===== src/rtl/adder_pkg.sv =====
// rtl/adder_pkg.sv - shared constants for the registered carry-lookahead adder
package adder_pkg;
    localparam int ADDER_WIDTH_DEFAULT = 8;
    localparam int CLA_BLOCK           = 4;
endpackage


===== src/rtl/adder_cla4.sv =====
// rtl/adder_cla4.sv - one 4-bit carry-lookahead block with group generate/propagate
module adder_cla4 (
    input  logic [3:0] a,
    input  logic [3:0] b,
    input  logic       cin,
    output logic [3:0] s,
    output logic       g,
    output logic       p
);
    logic [3:0] w_g;
    logic [3:0] w_p;
    logic [3:0] w_c;

    assign w_g = a & b;
    assign w_p = a ^ b;

    // Internal carries expanded so no bit ripples through its neighbour.
    assign w_c[0] = cin;
    assign w_c[1] = w_g[0] | (w_p[0] & cin);
    assign w_c[2] = w_g[1] | (w_p[1] & w_g[0]) | (w_p[1] & w_p[0] & cin);
    assign w_c[3] = w_g[2] | (w_p[2] & w_g[1]) | (w_p[2] & w_p[1] & w_g[0])
                  | (w_p[2] & w_p[1] & w_p[0] & cin);

    assign s = w_p ^ w_c;
    assign g = w_g[3] | (w_p[3] & w_g[2]) | (w_p[3] & w_p[2] & w_g[1])
             | (w_p[3] & w_p[2] & w_p[1] & w_g[0]);
    assign p = &w_p;
endmodule


===== src/rtl/adder.sv =====
// rtl/adder.sv - registered WIDTH-bit CLA adder; ADDER_OVERFLOW_EN adds a signed overflow flag
module adder
    import adder_pkg::*;
#(
    parameter int WIDTH = ADDER_WIDTH_DEFAULT
) (
    input  logic             clk,
    input  logic             rst_n,
    input  logic [WIDTH-1:0] x,
    input  logic [WIDTH-1:0] y,
    input  logic             carry_in,
    output logic [WIDTH-1:0] sum,
`ifdef ADDER_OVERFLOW_EN
    output logic             overflow,
`endif
    output logic             carry_output_bit
);
    localparam int NB = WIDTH / CLA_BLOCK;

    logic [NB:0]        w_gc;
    logic [NB-1:0]      w_bg;
    logic [NB-1:0]      w_bp;
    logic [WIDTH-1:0]   w_sum_next;
    logic [WIDTH-1:0]   r_sum;
    logic               r_carry;

    assign w_gc[0] = carry_in;

    // Group carries ripple block-to-block; each block resolves its own bits in parallel.
    for (genvar k = 0; k < NB; k++) begin : g_blk
        adder_cla4 u_cla4 (
            .a   (x[k*CLA_BLOCK +: CLA_BLOCK]),
            .b   (y[k*CLA_BLOCK +: CLA_BLOCK]),
            .cin (w_gc[k]),
            .s   (w_sum_next[k*CLA_BLOCK +: CLA_BLOCK]),
            .g   (w_bg[k]),
            .p   (w_bp[k])
        );
        assign w_gc[k+1] = w_bg[k] | (w_bp[k] & w_gc[k]);
    end

    always_ff @(posedge clk) begin
        if (!rst_n) begin
            r_sum   <= '0;
            r_carry <= 1'b0;
        end else begin
            r_sum   <= w_sum_next;
            r_carry <= w_gc[NB];
        end
    end

    assign sum              = r_sum;
    assign carry_output_bit = r_carry;

`ifdef ADDER_OVERFLOW_EN
    logic w_ovf_next;
    logic r_overflow;

    assign w_ovf_next = (x[WIDTH-1] == y[WIDTH-1]) && (w_sum_next[WIDTH-1] != x[WIDTH-1]);

    always_ff @(posedge clk) begin
        if (!rst_n) begin
            r_overflow <= 1'b0;
        end else begin
            r_overflow <= w_ovf_next;
        end
    end

    assign overflow = r_overflow;
`endif
endmodule


===== config.mk =====
export PLATFORM = sky130hd
export DESIGN_NAME = adder
export DESIGN_NICKNAME = d
export VERILOG_FILES = /design/src/rtl/adder_pkg.sv /design/src/rtl/adder_cla4.sv /design/src/rtl/adder.sv
export SDC_FILE = /design/constraint.sdc
export NUM_CORES = 1
export LEC_CHECK = 0
export ABC_AREA = 1
export CORE_MARGIN = 1
export CORE_UTILIZATION = 40
export DETAILED_ROUTE_END_ITERATION = 8
export PLACE_DENSITY = 0.78
export SLEW_MARGIN = 20
export SYNTH_ARGS = -nofsm -noshare
export SYNTH_HDL_FRONTEND = slang
export SYNTH_SLANG_ARGS = --single-unit

===== constraint.sdc =====
create_clock -name clk -period 2.3 [get_ports clk]
set_input_delay 0.46 -clock clk [delete_from_list [all_inputs] [get_ports clk]]
set_output_delay 0.46 -clock clk [all_outputs]
set_load 0.005 [all_outputs]

==> run_results.csv <==
group,metric,value,unit
hold_path,holdPathStages,3,
run_status,status,"completed",
placement,io_buffers,27,
clock_network,holdBufCountCts,0,
clock_network,clkTransAtPathRegs,0.06,ns
die,die_y,41.5,um
sta,setup_viol,0,
layout,drive_gt1_share,11.8,%
hold_path,hold_path_class,"input pin to flip-flop",
clock_network,cts_tree,"built",
logic_synthesis,ys_types,23,
sta,finalWorstSetupSlack,0.362,ns
power_and_ir_drop,p_seq_share,37.2,%
detailed_routing,vias,598,
layout,stdcell_area,946,um2
detailed_routing,drt-initial-drc-count,17,
grt,first_global_vias,544,
logic_synthesis,synth-seq-cells,9,
hold_path,hold_path_end,"sum[7]",
power_and_ir_drop,internal_power,0.000342,W
layout,ff_latch_area,180,um2
detailed_routing,dr.pass1.iters,4,
clock_network,h-tree-depth,1,
layout,num_antenna_cells,0,
detailed_routing,remaining_drc_errors,0,
sta,rsz0062_at_grt,"no",
setup_path,cp_max_fo,3,
power_and_ir_drop,power.density,509,nW/um2
sta,slew-limit-headroom,84.7,%
setup_path,arrival,2.09,ns
clock_network,clockRootBuffer,"clkbuf_4",
logic_synthesis,synth_nets,107,
sta,finalCriticalPeriod,1.94,ns
die,boundaryPins,28,
die,num_rows,13,
placement,postPlaceCellArea,920,um2
sta,worst_slew_pin_slew,0.229,ns
sta,slew_viol_final,0,
grt,grt_pass1_wl,2110,um
grt,grt_usage,15.7,%
sta,max_freq,0.516,GHz
detailed_routing,wl_per_cell,9.97,um
clock_network,cts_setup_buffers,0,
grt,antenna_found_initial,0,
placement,place_hpwl,1080,um
logic_synthesis,ys.warnings.count,0,
sta,period_share,84.3,%
logic_synthesis,seq_area_frac_synth,28.9,%
sta,hold_viol,0,
detailed_routing,wl,1250,um
grt,grt_max_degree,7,
power_and_ir_drop,switching_share,29.1,%
clock_network,cts_buffer_depth,2,
die,core-area,1370,um2
detailed_routing,final_antenna_net_count,0,
die,dieWidth,41.5,um
clock_network,post_cts_resized,0,
logic_synthesis,async_reset_ff_share,0,%
hold_path,hp-start,"rst_n",
setup_path,cp.required,2.46,ns
logic_synthesis,avgSynthCellArea,7.99,um2
grt,grt_overflow,0,
layout,nNetsFinal,140,
clock_network,cts_inserted_buffers,3,
placement,place.gp.congestion,0.770,
layout,area_delta_synth_final,51.8,%
logic_synthesis,ys.flop_type,"dfxtp_1",
logic_synthesis,syn-cell-area,623,um2
setup_path,worstSetupStartpointType,"input pin",
power_and_ir_drop,power.leakage,0.464,nW
power_and_ir_drop,ir_drop,0.286,mV
die,dieArea,1720,um2
layout,fill_cells,117,
power_and_ir_drop,p_clk_share,25.6,%
power_and_ir_drop,power.switching,0.000140,W
setup_path,end_kind,"flip-flop",
die,initial_core_util,45.6,%
detailed_routing,viasPerCell,4.78,
layout,multiInputGateArea,379,um2
sta,finalSetupTns,0,ns
setup_path,critical_path_class,"input pin to flip-flop",
logic_synthesis,syn-instance-count,78,
logic_synthesis,synth_enable_flop_cells,0,
placement,dp_slack,0.0830,ns
clock_network,clock_sinks,9,
flow_run,max_cap_viol_count,0,
power_and_ir_drop,p_comb_share,37.3,%
==> cell type report <==
type | count | area share, %
sequential | 9 | 19.0
timing repair buffer | 28 | 29.4
multi-input combinational | 52 | 40.1
inverter | 17 | 6.75
tap | 15 | 1.98
clock buffer | 4 | 2.78
==> routing by layer <==
| metal | wire length [um] | up-vias | global-route usage (%) |
|---|---|---|---|
| met5 | 0 | - | 0 |
| met4 | 29 | 0 | 9.68 |
| met3 | 62 | 4 | 2.17 |
| met2 | 635 | 23 | 27.5 |
| met1 | 519 | 261 | 17.7 |
| li1 | - | 310 | - |
==> power by group through the flow <==
stage,clock [W],sequential [W],combinational [W]
finish,0.000123,0.000179,0.000179
floorplan,0,0.000186,0.0000876
CTS,0.000120,0.000180,0.000181
global placement,0,0.000182,0.000173
detailed placement,0,0.000183,0.000179
global route,0.000129,0.000181,0.000199
==> worst max-delay path, cell delays in order <==
cell and delay [ns]:
clkdlybuf4s50_1 0.43, ha_1 0.30, nand2_1 0.06, nand2_1 0.10, nand3_2 0.11, nand2_4 0.05, fa_1 0.38, xnor2_1 0.16
nor2_1 0.05
==> through the flow <==
| step | power, W | cells | util (%) | hold WS (ns) |
|---|---|---|---|---|
| CTS | 0.000481 | 125 | 69.2 | 0.894 |
| floorplan | 0.000273 | 78 | - | 0.553 |
| detailed placement | 0.000362 | 121 | 67.3 | 1.16 |
| global placement | 0.000355 | 121 | 67.3 | 1.15 |
| finish | 0.000482 | 125 | 69.2 | 0.891 |
| global route | 0.000509 | 125 | 69.2 | 0.940 |
==> registers in the layout (all words and copies together), names as in the netlist <==
name,count
sum,8
carry_output_bit,1
==> cell usage in the layout, fill, tap and decap left out <==
master	n
o21ai_0	1
fa_1	2
nand3_1	1
buf_4	1
xor2_1	1
inv_1	16
a21oi_2	1
dfxtp_1	9
o21ai_2	1
nand3b_1	1
nand2_4	2
clkdlybuf4s50_1	27
clkbuf_1	1
nor3_1	1
nor2_1	7
nand2_1	12
xnor2_1	1
nand4_1	1
ha_1	8
nand3_2	2
nand2_2	1
a21oi_1	6
inv_2	1
a31oi_1	1
o211ai_1	1
nor2_4	1
clkbuf_4	3
==> Yosys cell counts (all sizes together) (2+ instances only) <==
cell type  instances  share of area [%]
inv               17                 10
nand2             15                 12
dfxtp              9                 29
ha                 8                 16
nor2               8                6.0
a21oi              7                6.2
nand3              3                4.0
fa                 2                6.4
o21ai              2                2.2
==> worst max-delay path by stage <==
stage,from,to,cells after the start
floorplan,y[3],sum[5],6
global placement,y[3],sum[5],7
detailed placement,y[3],sum[5],7
CTS,y[0],sum[5],9
global route,y[0],sum[5],9
finish,y[0],sum[5],9
==> cell families after synthesis <==
family / Yosys count / share of synthesized area, %
AOI/OAI and AO/OA: 11 / 10.6
xor gates and xnor gates: 2 / 2.81
adders and majority gates: 10 / 22.5
buffers and inverters: 17 / 10.2
DFF: 9 / 28.9
and+or+nand+nor: 29 / 24.9
Power figures use the tool's default switching activity.
